==> src/rtl/adc_responder_if.sv <==
// Serial pin bundle between an ADC receiver (master) and the converter
// or its responder model (slave): CONVST, SCK and SDI go to the converter,
// and SDO comes back.
interface adc_responder_if;
  logic convst;
  logic sck;
  logic sdi;
  logic sdo;

  modport master (output convst, output sck, output sdi, input sdo);
  modport slave  (input convst, input sck, input sdi, output sdo);
endinterface

==> src/rtl/adc_responder.sv <==
// Slave-side model of the serial ADC. It emulates the conversion busy time,
// captures the config word shifted in on SDI, and returns the sample that was
// latched at conversion start on SDO, MSB first. All pins are sampled on
// i_clk, which must run at least 4x faster than SCK.
// Optional build macro: ADC_RESPONDER_PATTERN_EN replaces i_sample with an
// internal counter that increments at each conversion start.
module adc_responder #(
  parameter int CONV_CYCLES = 50,
  parameter int DATA_BITS   = 12,
  parameter int CFG_BITS    = 6
) (
  input  logic                 i_clk,
  input  logic                 i_rst,
  adc_responder_if.slave       adc,
  input  logic [DATA_BITS-1:0] i_sample,
  output logic                 o_busy,
  output logic [CFG_BITS-1:0]  o_config,
  output logic                 o_config_dv,
  output logic                 o_xfer_done
);
  localparam int CW = (CONV_CYCLES > 1) ? $clog2(CONV_CYCLES) : 1;
  localparam int BW = $clog2(DATA_BITS + 1);
  localparam int FW = $clog2(CFG_BITS + 1);

  localparam logic [CW-1:0] CONV_LAST = CW'(CONV_CYCLES - 1);
  localparam logic [CW-1:0] CONV_ONE  = CW'(1);
  localparam logic [BW-1:0] BIT_LAST  = BW'(DATA_BITS - 1);
  localparam logic [BW-1:0] BIT_ONE   = BW'(1);
  localparam logic [FW-1:0] CFG_LAST  = FW'(CFG_BITS - 1);
  localparam logic [FW-1:0] CFG_FULL  = FW'(CFG_BITS);
  localparam logic [FW-1:0] CFG_ONE   = FW'(1);

  typedef enum logic [1:0] {S_IDLE, S_CONV, S_WAIT, S_SHIFT} state_t;

  state_t               state, state_d;
  logic                 convst_q, sck_q;
  logic [CW-1:0]        conv_cnt;
  logic [BW-1:0]        bit_cnt;
  logic [FW-1:0]        cfg_cnt;
  logic [DATA_BITS-1:0] shift_reg;
  logic [CFG_BITS-1:0]  cfg_shift;
  logic [DATA_BITS-1:0] latch_val;
  logic                 sdo_q;

  // Edges compare the live pin with its one-cycle-old copy.
  logic convst_rise, sck_rise, sck_fall;
  assign convst_rise = adc.convst & ~convst_q;
  assign sck_rise    = adc.sck & ~sck_q;
  assign sck_fall    = ~adc.sck & sck_q;

  // Per-cycle events decoded from state; a CONVST rise always wins.
  logic conv_start, shift_go, cfg_cap, data_fall;

  assign adc.sdo = sdo_q;

`ifdef ADC_RESPONDER_PATTERN_EN
  logic [DATA_BITS-1:0] pat_cnt;
  assign latch_val = pat_cnt;

  // Test pattern advances once per conversion start and wraps naturally.
  always_ff @(posedge i_clk) begin
    if (i_rst)           pat_cnt <= '0;
    else if (conv_start) pat_cnt <= pat_cnt + DATA_BITS'(1);
  end
`else
  assign latch_val = i_sample;
`endif

  // State register.
  always_ff @(posedge i_clk) begin
    if (i_rst) state <= S_IDLE;
    else       state <= state_d;
  end

  // Next-state and event decode.
  always_comb begin
    state_d    = state;
    conv_start = 1'b0;
    shift_go   = 1'b0;
    cfg_cap    = 1'b0;
    data_fall  = 1'b0;
    unique case (state)
      S_IDLE: begin
        if (convst_rise) begin
          conv_start = 1'b1;
          state_d    = S_CONV;
        end
      end
      S_CONV: begin
        if (conv_cnt == '0) state_d = S_WAIT;
      end
      S_WAIT: begin
        if (convst_rise) begin
          conv_start = 1'b1;
          state_d    = S_CONV;
        end else if (!convst_q) begin
          shift_go = 1'b1;
          state_d  = S_SHIFT;
        end
      end
      S_SHIFT: begin
        if (convst_rise) begin
          conv_start = 1'b1;
          state_d    = S_CONV;
        end else begin
          cfg_cap   = sck_rise && (cfg_cnt < CFG_FULL);
          data_fall = sck_fall;
          if (sck_fall && bit_cnt == BIT_LAST) state_d = S_IDLE;
        end
      end
      default: state_d = S_IDLE;
    endcase
  end

  // Datapath: edge flops, counters, shifters and output pulses.
  always_ff @(posedge i_clk) begin
    if (i_rst) begin
      convst_q    <= 1'b0;
      sck_q       <= 1'b0;
      conv_cnt    <= '0;
      bit_cnt     <= '0;
      cfg_cnt     <= '0;
      shift_reg   <= '0;
      cfg_shift   <= '0;
      sdo_q       <= 1'b0;
      o_busy      <= 1'b0;
      o_config    <= '0;
      o_config_dv <= 1'b0;
      o_xfer_done <= 1'b0;
    end else begin
      convst_q    <= adc.convst;
      sck_q       <= adc.sck;
      o_config_dv <= 1'b0;
      o_xfer_done <= 1'b0;

      if (conv_start) begin
        // New conversion discards any partial transfer or config word.
        shift_reg <= latch_val;
        conv_cnt  <= CONV_LAST;
        o_busy    <= 1'b1;
        sdo_q     <= 1'b0;
        bit_cnt   <= '0;
        cfg_cnt   <= '0;
      end else if (state == S_CONV) begin
        if (conv_cnt == '0) o_busy   <= 1'b0;
        else                conv_cnt <= conv_cnt - CONV_ONE;
      end

      if (shift_go) begin
        sdo_q   <= shift_reg[DATA_BITS-1];
        bit_cnt <= '0;
        cfg_cnt <= '0;
      end

      if (cfg_cap) begin
        cfg_shift <= {cfg_shift[CFG_BITS-2:0], adc.sdi};
        cfg_cnt   <= cfg_cnt + CFG_ONE;
        if (cfg_cnt == CFG_LAST) begin
          o_config    <= {cfg_shift[CFG_BITS-2:0], adc.sdi};
          o_config_dv <= 1'b1;
        end
      end

      if (data_fall) begin
        if (bit_cnt == BIT_LAST) begin
          sdo_q       <= 1'b0;
          o_xfer_done <= 1'b1;
        end else begin
          shift_reg <= shift_reg << 1;
          sdo_q     <= shift_reg[DATA_BITS-2];
          bit_cnt   <= bit_cnt + BIT_ONE;
        end
      end
    end
  end
endmodule

==> src/flat_wrapper.sv <==
// flat-port wrapper written by rule: the top's interface ports become plain ports
module adc_responder_flat 
#(
  parameter int CONV_CYCLES = 50,
  parameter int DATA_BITS   = 12,
  parameter int CFG_BITS    = 6
)
  (i_clk, i_rst, i_sample, o_busy, o_config, o_config_dv, o_xfer_done, adc_convst, adc_sck, adc_sdi, adc_sdo);
  adc_responder_if adc_i ();
  input  logic i_clk;
  input  logic i_rst;
  input  logic [DATA_BITS-1:0] i_sample;
  output logic o_busy;
  output logic [CFG_BITS-1:0] o_config;
  output logic o_config_dv;
  output logic o_xfer_done;
  input wire logic [$bits(adc_i.convst)-1:0] adc_convst;
  input wire logic [$bits(adc_i.sck)-1:0] adc_sck;
  input wire logic [$bits(adc_i.sdi)-1:0] adc_sdi;
  output wire logic [$bits(adc_i.sdo)-1:0] adc_sdo;
  assign adc_i.convst = adc_convst;
  assign adc_i.sck = adc_sck;
  assign adc_i.sdi = adc_sdi;
  assign adc_sdo = adc_i.sdo;
  adc_responder #(.CONV_CYCLES(CONV_CYCLES), .DATA_BITS(DATA_BITS), .CFG_BITS(CFG_BITS)) u_core (.i_clk(i_clk), .i_rst(i_rst), .adc(adc_i), .i_sample(i_sample), .o_busy(o_busy), .o_config(o_config), .o_config_dv(o_config_dv), .o_xfer_done(o_xfer_done));
endmodule
==> config.mk <==
export PLATFORM = sky130hd
export DESIGN_NAME = adc_responder_flat
export DESIGN_NICKNAME = d
export VERILOG_FILES = /design/src/rtl/adc_responder_if.sv /design/src/rtl/adc_responder.sv /design/src/flat_wrapper.sv
export SDC_FILE = /design/constraint.sdc
export NUM_CORES = 1
export LEC_CHECK = 0
export ABC_AREA = 1
export ABC_CLOCK_PERIOD_IN_PS = 1500
export CORE_ASPECT_RATIO = 1.2
export CORE_MARGIN = 1.5
export CORE_UTILIZATION = 54
export DETAILED_ROUTE_END_ITERATION = 12
export PLACE_DENSITY = 0.87
export SLEW_MARGIN = 5
export SYNTH_ARGS = -nofsm -noshare
export SYNTH_HDL_FRONTEND = slang
export SYNTH_SLANG_ARGS = --single-unit
==> constraint.sdc <==
create_clock -name i_clk -period 1.5 [get_ports i_clk]
set_input_delay 0.45 -clock i_clk [delete_from_list [all_inputs] [get_ports i_clk]]
set_output_delay 0.45 -clock i_clk [all_outputs]
set_load 0.01 [all_outputs]
==> impl_metrics.json <==
{
  "clockBufferDepth": 2,
  "routedWlPerCell_um": 12.8,
  "switching_share_pct": 29.0,
  "num_vias": 2042,
  "crit_chain": "dlygate4sd2_1 > inv_2 > nand2_2 > nor2_4 > nand2_2 > nor2_4 > inv_4 > bufbuf_16 > nor2_2 > nor2_1",
  "final_core_util_pct": 75.0,
  "synth-edff-count": 0,
  "max_stage_delay_ps": 270,
  "ir_worst_vdd_mv": 0.612,
  "dieHeight_um": 69.8,
  "worst_pin_slew_ps": 270,
  "grt_overflow_total": 0,
  "clk-insertion-delay-late_ps": 290,
  "grt_start_max_net_pins": 21,
  "hold_violations": 0,
  "drv_slew": 0,
  "powerDensity_mw_per_mm2": 975,
  "syn-instance-count": 290,
  "grt_util_all_layers_pct": 24.0,
  "max-cap-violations": 0,
  "io_pins": 27,
  "yosys.cell_types.count": 28,
  "setup_tns_ps": 0,
  "comb_power_share_pct": 22.4,
  "p_switching_mw": 0.764,
  "path_clk_slew_ps": 80,
  "final_antenna_net_count": 0,
  "power.internal_mw": 1.87,
  "met2_usage_pct": 42.3,
  "drc_errors": 0,
  "antennaDiodeCount": 0,
  "power.share.clock_pct": 28.3,
  "grt_pass1_wl_mm": 7.77,
  "largest_reg_flops": 12,
  "start_util_pct": 55.7,
  "cts_sinks": 44,
  "antenna_found_initial": 0,
  "setup_viol_count_final": 0,
  "cts_buffers": 5,
  "layout_common_cells": "nand2_1 (70), nor2_1 (50), dfxtp_1 (40)",
  "crit_fanout": 5,
  "synthArstFlopShare_pct": 0,
  "power_frac_seq_pct": 49.3,
  "fin_ws_ps": 47.4,
  "netlist_area_mm2": 0.00201,
  "hp-class": "flip-flop to flip-flop",
  "period_share_pct": 96.8,
  "dp_hpwl_mm": 3.13,
  "drive_gt1_share_pct": 19.7,
  "critPathKind": "primary input to flip-flop",
  "crit_slowest_cell": "bufbuf_16",
  "hold_buffers": 0,
  "syn_avg_cell_area_um2": 6.92,
  "cp.arrival_ps": 1630,
  "rows": 24,
  "nets": 367,
  "numPortBuffers": 26,
  "drt_pass1_iterations": 4,
  "core_area_mm2": 0.00360,
  "gp_congestion": 0.868,
  "synth-seq-cells": 44,
  "synthesis.nets": 312,
  "ys_seq_area_share_pct": 43.9,
  "skew_ps": 6.05,
  "viasPerCell": 5.30,
  "die_x_um": 58.7,
  "cts_tree": "built",
  "synthFlopType": "dfxtp_1",
  "clockRootBuffer": "clkbuf_8",
  "pre_cts_ws_ps": -524,
  "fmax_mhz": 688,
  "final_common_cell": "nand2_1",
  "grt_pass1_vias": 1885,
  "period_needed_ps": 1450,
  "drt_wl_total_mm": 4.94,
  "ys_warn_count": 0,
  "grt_busiest_layer": "met2",
  "end_kind": "flip-flop",
  "critPathLaunchType": "primary input",
  "die_area_mm2": 0.00409,
  "drt_iter0_drc": 124,
  "cp.required_ps": 1680,
  "outcome": "completed",
  "use_met1_pct": 27.0,
  "relSlewSlack_pct": 81.8,
  "leakagePower_nw": 1.32,
  "area_growth_pct": 34.7,
  "htreeDepth": 2,
  "grt_util_met3_pct": 4.48
}
==> cells in the mapped netlist (all sizes together), types with 2 or more instances <==
| library cell | instances | area share, % |
|---|---|---|
| dfxtp | 44 | 44 |
| buf | 5 | 1.9 |
| nor3 | 4 | 1.2 |
| nand2 | 77 | 15 |
| clkbuf | 3 | 0.56 |
| a31oi | 3 | 0.94 |
| o21ai | 27 | 6.7 |
| inv | 29 | 5.4 |
| nand4 | 2 | 0.62 |
| ha | 5 | 3.1 |
| nand3 | 18 | 4.5 |
| a21oi | 9 | 2.2 |
| nor2 | 59 | 12 |
==> worst max-delay path: cells and delay by family <==
kind | cells | cell delay, ps
AND/OR/NAND/NOR | 6 | 540
buffers and inverters | 4 | 650
==> final timing paths <==
check,from,to,slack [ps],cells past startpoint
max,adc_sck,u_core.shift_reg[2],50,10
min,u_core.o_config[0],u_core.o_config[0],470,2
max reg2reg,u_core.bit_cnt[1],u_core.shift_reg[2],50,8
min reg2reg,u_core.o_config[0],u_core.o_config[0],470,2
==> metrics by stage <==
stage	hold WS [ps]	instance area (um2)	cells	power, mW
5_1_grt	496	2700	385	2.76
6_report	470	2700	385	2.64
4_1_cts	473	2600	379	2.56
2_1_floorplan	435	2010	290	1.64
3_5_place_dp	458	2420	364	1.82
3_3_place_gp	452	2420	364	1.80
==> area by class of cell <==
class	count	area [um2]
tap	39	48.8
timing repair buffer	56	533
sequential	44	886
clock buffer	8	90.1
fill	264	900
multi-input combinational	209	1030
inverter	29	111
==> routing by layer <==
layer | wire, um | vias to the layer above
li1 | - | 1029
met1 | 2030 | 941
met2 | 2640 | 59
met3 | 176 | 13
met5 | 0 | -
met4 | 93 | 0
==> timing repair <==
action                                  CTS  global route
pin swaps                                 4             5
endpoints found under the setup margin   47            28
gates resized for setup                  21            22
gates cloned                              1             0
buffers inserted                          6             6
==> kinds of logic (layout without fill, tap and decap cells) <==
logic type	after synthesis	count (layout)	share of synthesized area, %
and+or+nand+nor	160	160	33.3
buffers and inverters	37	93	7.92
adders and majority gates	5	5	3.12
xor gates and xnor gates	1	1	0.436
AOI/OAI and AO/OA	43	43	11.3
DFF	44	44	43.9
==> power by group through the flow <==
stage	combinational (mW)	clock, mW	sequential (mW)
finish	0.591	0.747	1.30
global route	0.661	0.793	1.31
CTS	0.515	0.757	1.29
detailed placement	0.503	0	1.32
global placement	0.488	0	1.31
floorplan	0.336	0	1.31
(Power assumes the default switching activity.)
